--- src/rtl/pipe_stage_reg.sv ---
// Pipeline stage register with valid/ready handshake, flush-to-bubble and stall freeze.
// Define PIPE_STAGE_SKID_EN to add a skid entry, which gives a fully registered o_ready.
module pipe_stage_reg #(
  parameter int unsigned           DATA_WIDTH = 64,
  parameter logic [DATA_WIDTH-1:0] BUBBLE     = {DATA_WIDTH{1'b0}}
) (
  input  logic                  clk,
  input  logic                  rst,
  input  logic                  i_stall,
  input  logic                  i_flush,
  input  logic                  i_valid,
  output logic                  o_ready,
  input  logic [DATA_WIDTH-1:0] i_data,
  output logic                  o_valid,
  input  logic                  i_ready,
  output logic [DATA_WIDTH-1:0] o_data,
  output logic [1:0]            o_occupancy
);

  logic                  main_valid_reg;
  logic                  main_valid_next;
  logic [DATA_WIDTH-1:0] main_data_reg;
  logic [DATA_WIDTH-1:0] main_data_next;
  logic                  accept;
  logic                  emit;

  // Stall masks both handshakes, so every register holds without an explicit hold term.
  assign o_valid = main_valid_reg & ~i_stall;
  assign o_data  = main_data_reg;
  assign emit    = o_valid & i_ready;
  assign accept  = i_valid & o_ready;

`ifdef PIPE_STAGE_SKID_EN

  logic                  skid_valid_reg;
  logic                  skid_valid_next;
  logic [DATA_WIDTH-1:0] skid_data_reg;
  logic [DATA_WIDTH-1:0] skid_data_next;

  assign o_ready     = ~skid_valid_reg & ~i_stall;
  assign o_occupancy = {1'b0, main_valid_reg} + {1'b0, skid_valid_reg};

  always_comb begin
    main_valid_next = main_valid_reg;
    main_data_next  = main_data_reg;
    skid_valid_next = skid_valid_reg;
    skid_data_next  = skid_data_reg;
    if (i_flush) begin
      main_valid_next = 1'b0;
      main_data_next  = BUBBLE;
      skid_valid_next = 1'b0;
      skid_data_next  = BUBBLE;
    end else if (emit && accept) begin
      // o_ready implies the skid is empty, so the new entry goes straight to main.
      main_data_next = i_data;
    end else if (emit) begin
      if (skid_valid_reg) begin
        main_data_next  = skid_data_reg;
        skid_valid_next = 1'b0;
        skid_data_next  = BUBBLE;
      end else begin
        main_valid_next = 1'b0;
        main_data_next  = BUBBLE;
      end
    end else if (accept) begin
      if (main_valid_reg) begin
        skid_valid_next = 1'b1;
        skid_data_next  = i_data;
      end else begin
        main_valid_next = 1'b1;
        main_data_next  = i_data;
      end
    end
  end

  always_ff @(posedge clk or posedge rst) begin
    if (rst) begin
      main_valid_reg <= 1'b0;
      main_data_reg  <= BUBBLE;
      skid_valid_reg <= 1'b0;
      skid_data_reg  <= BUBBLE;
    end else begin
      main_valid_reg <= main_valid_next;
      main_data_reg  <= main_data_next;
      skid_valid_reg <= skid_valid_next;
      skid_data_reg  <= skid_data_next;
    end
  end

`else

  // A full stage can take a new entry only when the held one leaves in the same cycle.
  assign o_ready     = (~main_valid_reg | i_ready) & ~i_stall;
  assign o_occupancy = {1'b0, main_valid_reg};

  always_comb begin
    main_valid_next = main_valid_reg;
    main_data_next  = main_data_reg;
    if (i_flush) begin
      main_valid_next = 1'b0;
      main_data_next  = BUBBLE;
    end else if (accept) begin
      main_valid_next = 1'b1;
      main_data_next  = i_data;
    end else if (emit) begin
      main_valid_next = 1'b0;
      main_data_next  = BUBBLE;
    end
  end

  always_ff @(posedge clk or posedge rst) begin
    if (rst) begin
      main_valid_reg <= 1'b0;
      main_data_reg  <= BUBBLE;
    end else begin
      main_valid_reg <= main_valid_next;
      main_data_reg  <= main_data_next;
    end
  end

`endif

endmodule

--- config.mk ---
export PLATFORM = sky130hd
export DESIGN_NAME = pipe_stage_reg
export DESIGN_NICKNAME = d
export VERILOG_FILES = /design/src/rtl/pipe_stage_reg.sv
export SDC_FILE = /design/constraint.sdc
export NUM_CORES = 1
export LEC_CHECK = 0
export ABC_AREA = 1
export BUFFER_PORTS_ARGS = -buffer_cell sky130_fd_sc_hd__buf_2
export CAP_MARGIN = 15
export CORE_MARGIN = 1
export CORE_UTILIZATION = 52
export DETAILED_ROUTE_END_ITERATION = 8
export GPL_ROUTABILITY_DRIVEN = 0
export PLACE_DENSITY = 0.86
export RECOVER_POWER = 25
export SLEW_MARGIN = 10
export SYNTH_ARGS = -nofsm -noshare
export SYNTH_HDL_FRONTEND = slang
export SYNTH_SLANG_ARGS = --single-unit
--- constraint.sdc ---
create_clock -name clk -period 4.4 [get_ports clk]
set_input_delay 0.66 -clock clk [delete_from_list [all_inputs] [get_ports clk]]
set_output_delay 0.66 -clock clk [all_outputs]
set_load 0.01 [all_outputs]
* Yosys cells after proc, flatten, opt, wreduce, memory -nomap -nowiden *
Index checks and enable logic that the tools add are counted.

operators by class
  bitwise gates (word level) = 7
  reductions and logical operators = 1
  mux-type cells = 6

operators by type and width
  cell                number
  64-bit two-way mux  3
  1-bit AND           4
  1-bit two-way mux   3
  3-bit nonzero test  1
  1-bit inverter      2
  1-bit bitwise OR    1

storage, ports and cells
  output and inout port bits = 68
  register bits after elaboration = 65
  input bits = 70
  logic and storage cells = 16

* Depth between registers and ports, before layout *
  depth in word-level cells = 6
  gate-level depth with buffers = 8
  gate-level depth less buffers = 6

* Worst setup path after synthesis *
No wires, ideal clock.

  path type = in2out
  start point = in i_ready
  end point = out o_ready
  buffers on the path = 1
  data required time = 3.740 ns
  data arrival time = 1.042 ns
  setup slack = 2.698 ns
  stages on the path = 3
  path through = inv_1 > a21oi_2 > buf_2

on the way
  cells in the longest elaborated chain, start to end = 2

ends and longest elaborated chain
  element           RTL line  text
  start, declared   15        input logic i_ready,
  1-bit bitwise OR  93        assign o_ready = (~main_valid_reg | i_ready) & ~i_stall;
  1-bit AND         93
  end, declared     12        output logic o_ready,

No other way between the ends.

* Worst setup path in the final report *
  start point = in i_valid
  end point = reg main_valid_reg

on the way
  cells in the longest elaborated chain, start to end = 3
  elaborated cells on any way between the ends = 4
  classes of those cells = 2 x mux; 1 x bitwise; 1 x reduce/logical

ends and longest elaborated chain
  element               RTL line  text
  start, declared       11        input logic i_valid,
  1-bit AND *           31        assign accept = i_valid & o_ready;
  1-bit two-way mux     102       end else if (accept) begin
  1-bit two-way mux     99        if (i_flush) begin
  end signal, assigned  116       main_valid_reg <= main_valid_next;
  end, declared         20        logic main_valid_reg;

Every way passes the cells marked *; elsewhere a longest branch is shown, timed or not.
A chain may end at the register's enable or synchronous reset.

==> impl_summary.log <==
INFO  metric run_status = finished, violations left
INFO  metric violations_in_the_final_reports = max-capacitance violations, max-slew violations
INFO  metric setup_viol = 0
INFO  metric grt_overflow_total = 0
INFO  metric max_freq = approximately 410 MHz
INFO  metric finish.cell_count_without_fillers = 503
INFO  metric route.detailed.wl_per_inst = 15.19 um
INFO  metric cts.root.buffer_cell = sky130_fd_sc_hd__clkbuf_8
INFO  metric power.density = around 340 mW/mm^2
INFO  metric floorplan.initialDensity = between 50% and 60%
INFO  metric drt_pre_antenna_iters = 6
INFO  metric setup.worst_path.end_class = register
INFO  metric hold_slack = 0.4924 ns
INFO  metric finalSetupTns = 0 ns
INFO  metric maximum_number_of_pins_on_one_net_before_global_route_repair = 66
INFO  metric die_width = 80.91 um
INFO  metric io_buffers = 136
INFO  metric numClockSinks = 65
INFO  metric switching_share = between 20% and 30%
INFO  metric dieArea = 0.006546 sq mm
INFO  metric final.setup_skew = 0.004477 ns
INFO  metric period_minus_slack = 2.447 ns
INFO  metric worst_path_required = 4.61 ns
INFO  metric placement_rows = 28
INFO  metric synth_warnings = 0
INFO  metric critical_path.startpoint = i_valid
INFO  metric number_of_buffers_created_by_cts = 9
INFO  metric hp-start = o_data[14]
INFO  metric detail_route.drc_violations = 0
INFO  metric synth_area_leader = sky130_fd_sc_hd__dfrtp_1
INFO  metric report.final.hold_viol_count = 0
INFO  metric largest_register_ffs = 64
INFO  metric rsz0062_at_grt = false
INFO  metric sequentialPowerShare = 48.3%
INFO  metric vias_per_cell = 5.539
INFO  metric max_cap_viol_count = 1
INFO  metric drt-initial-drc-count = around 170
INFO  metric ys_async_sr_fraction = 100.0%
INFO  metric number_of_synthesized_flops_with_an_enable_pin = 0
INFO  metric placedCellCount = 488
INFO  metric cts.repair.resized = 0
INFO  metric vias = around 2800
INFO  metric die_h = 80.91 um
INFO  metric ant_nets = 0
INFO  metric number_of_nets_in_the_synthesized_netlist = between 300 and 400
INFO  metric slew_violations = 66
INFO  metric cts_setup_buffers = 0
INFO  metric synth.most_common_cell = sky130_fd_sc_hd__nand2_1
INFO  metric syn_to_final_growth = 21.29%
INFO  metric share_clk_of_total_power = 37.2%
INFO  metric timing.critical_path.from_type = input port
INFO  metric avg_synthesized_cell_area = roughly 10 sq um
INFO  metric crit-reg2reg-launch = main_valid_reg
INFO  metric critical_path_arrival = between 2 and 3 ns
INFO  metric synth_top_cells_by_area = sky130_fd_sc_hd__dfrtp_1, sky130_fd_sc_hd__nand3_2, sky130_fd_sc_hd__nand4_1, sky130_fd_sc_hd__nand2_1, sky130_fd_sc_hd__buf_12
INFO  metric cellLeakagePower = around 2.2 nW
INFO  metric ir_worst_vdd = approximately 0.18 mV
INFO  metric yosys_register_bits = 65
INFO  metric antenna-diode-count = 0
INFO  metric globalRouteTotalUtil = 23.73%
INFO  metric min_delay_worst_endpoint = o_data[14]
INFO  metric sequential_cell_area_fraction_in_the_yosys_report = 50.23%
INFO  metric post_synth_num_cell_types = 16
INFO  metric rr_endpoint = o_data[17]
INFO  metric detail_route.wirelength = 7.643 mm
INFO  metric cellInternalPower = 0.9807 mW
INFO  metric syn-cell-area = ~0.0032 sq mm
INFO  metric rr_worst_depth = 6
INFO  metric r2r_setup_slack = 2.27 ns
INFO  metric yosys.area.top_type_share = between 50% and 60%
INFO  metric net_switching_power_figure = around 0.36 mW
INFO  metric finalNetCount = 494
INFO  metric core-area = 0.005956 sq mm
INFO  metric clock_tree.buffer_depth = 2
INFO  metric antenna_found_initial = 0
INFO  metric synthTopCellsByCount = sky130_fd_sc_hd__nand2_1, sky130_fd_sc_hd__dfrtp_1, sky130_fd_sc_hd__nand4_1
INFO  metric clk-insertion-delay-late = about 0.32 ns
INFO  metric worst_hold_path.num_cells = 2
INFO  metric drive_gt1_share = 49.07%
INFO  metric tightest_slew = approximately 1.6 ns
INFO  metric first_pass_grt_wire_length = ~12 mm
INFO  metric cts_hold_buffers = 0
INFO  metric half_perimeter_wire_length_of_the_detailed_placement_result = just under 5 mm
INFO  metric min-delay-path-class = reg -> reg
INFO  metric cts-htree-levels = 3
INFO  metric post_synth_inst_count = 309
INFO  metric critical_path.max_fanout = 65
INFO  metric first_global_vias = 2493
INFO  metric yosys_most_used_dff = sky130_fd_sc_hd__dfrtp_1
INFO  metric cts.clk_slew.worst_paths = 0.06 ns
INFO  metric finalCritPeriodShare = 55.61%
INFO  metric share_comb_of_total_power = 14.4%
INFO  metric tritoncts_clock_tree = done
INFO  metric critical_path_class = in -> reg
INFO  metric io-pin-count = 138
INFO  metric max_slew_margin = -7.152%
## worst max-delay path: stages
cell	delay (ns)
sky130_fd_sc_hd__buf_2	0.07
sky130_fd_sc_hd__buf_4	0.54
sky130_fd_sc_hd__nand3_4	0.85
sky130_fd_sc_hd__o21ai_0	0.46
## cell families (layout without fill, tap and decap cells)
| logic type | Yosys count | after routing | synth area share [%] |
|---|---|---|---|
| and+or+nand+nor | 198 | 198 | 38.33 |
| DFF | 65 | 65 | 50.23 |
| buffers and inverters | 43 | 162 | 10.90 |
| AOI/OAI and AO/OA | 2 | 2 | 0.4249 |
| other | 1 | 1 | 0.1158 |
## final cells by class
class,instances,area [sq um]
multi-input combinational,201,1274
fill,507,2028
inverter,6,22.52
tap,75,93.84
timing repair buffer,141,715.7
clock buffer,12,155.1
clock inverter,3,40.04
sequential,65,1627
## power by group through the flow
stage | logic (mW) | registers (mW) | clock network (mW)
global route | 0.213 | 0.649 | 0.528
global placement | 0.190 | 0.657 | 0
finish | 0.193 | 0.646 | 0.498
floorplan | 0.123 | 0.670 | 0
CTS | 0.195 | 0.647 | 0.508
detailed placement | 0.194 | 0.658 | 0
## metrics by stage
stage	total power, mW	setup slack, ns	utilization (%)	instance area, sq um
2_1_floorplan	0.7923	2.114	-	3238
3_3_place_gp	0.8466	1.693	62.71	3735
3_5_place_dp	0.8518	1.645	62.71	3735
4_1_cts	1.350	1.985	65.99	3930
5_1_grt	1.391	1.822	65.95	3928
6_report	1.338	1.953	65.95	3928
## cell usage in the layout (no fill, tap or decap), types with 2 or more instances in the layout
| cell | netlist | layout |
|---|---|---|
| sky130_fd_sc_hd__buf_2 | 18 | 136 |
| sky130_fd_sc_hd__nand2_1 | 67 | 67 |
| sky130_fd_sc_hd__dfrtp_1 | 65 | 65 |
| sky130_fd_sc_hd__nand4_1 | 64 | 64 |
| sky130_fd_sc_hd__nand3_2 | 51 | 50 |
| sky130_fd_sc_hd__nand3_1 | 15 | 15 |
| sky130_fd_sc_hd__clkbuf_8 | 0 | 11 |
| sky130_fd_sc_hd__buf_4 | 5 | 4 |
| sky130_fd_sc_hd__inv_2 | 2 | 3 |
| sky130_fd_sc_hd__inv_1 | 4 | 3 |
| sky130_fd_sc_hd__clkinv_2 | 0 | 2 |
## metal layers
metal  part of all wire (%)  up-vias  track usage [%]
met3                    6.6       12            4.831
li1                       -     1319                -
met5                      0        -                0
met1                     43     1333            30.62
met4                    1.7        0            9.821
met2                     49      122            38.91
## how the worst max path moves through the flow
| stage | to | slack (ns) |
|---|---|---|
| 3_3_place_gp | main_valid_reg | 1.69 |
| 6_report | main_valid_reg | 1.95 |
| 5_1_grt | main_valid_reg | 1.82 |
| 2_1_floorplan | main_valid_reg | 2.11 |
| 4_1_cts | main_valid_reg | 1.98 |
| 3_5_place_dp | main_valid_reg | 1.65 |
(Power assumes the default switching activity.)
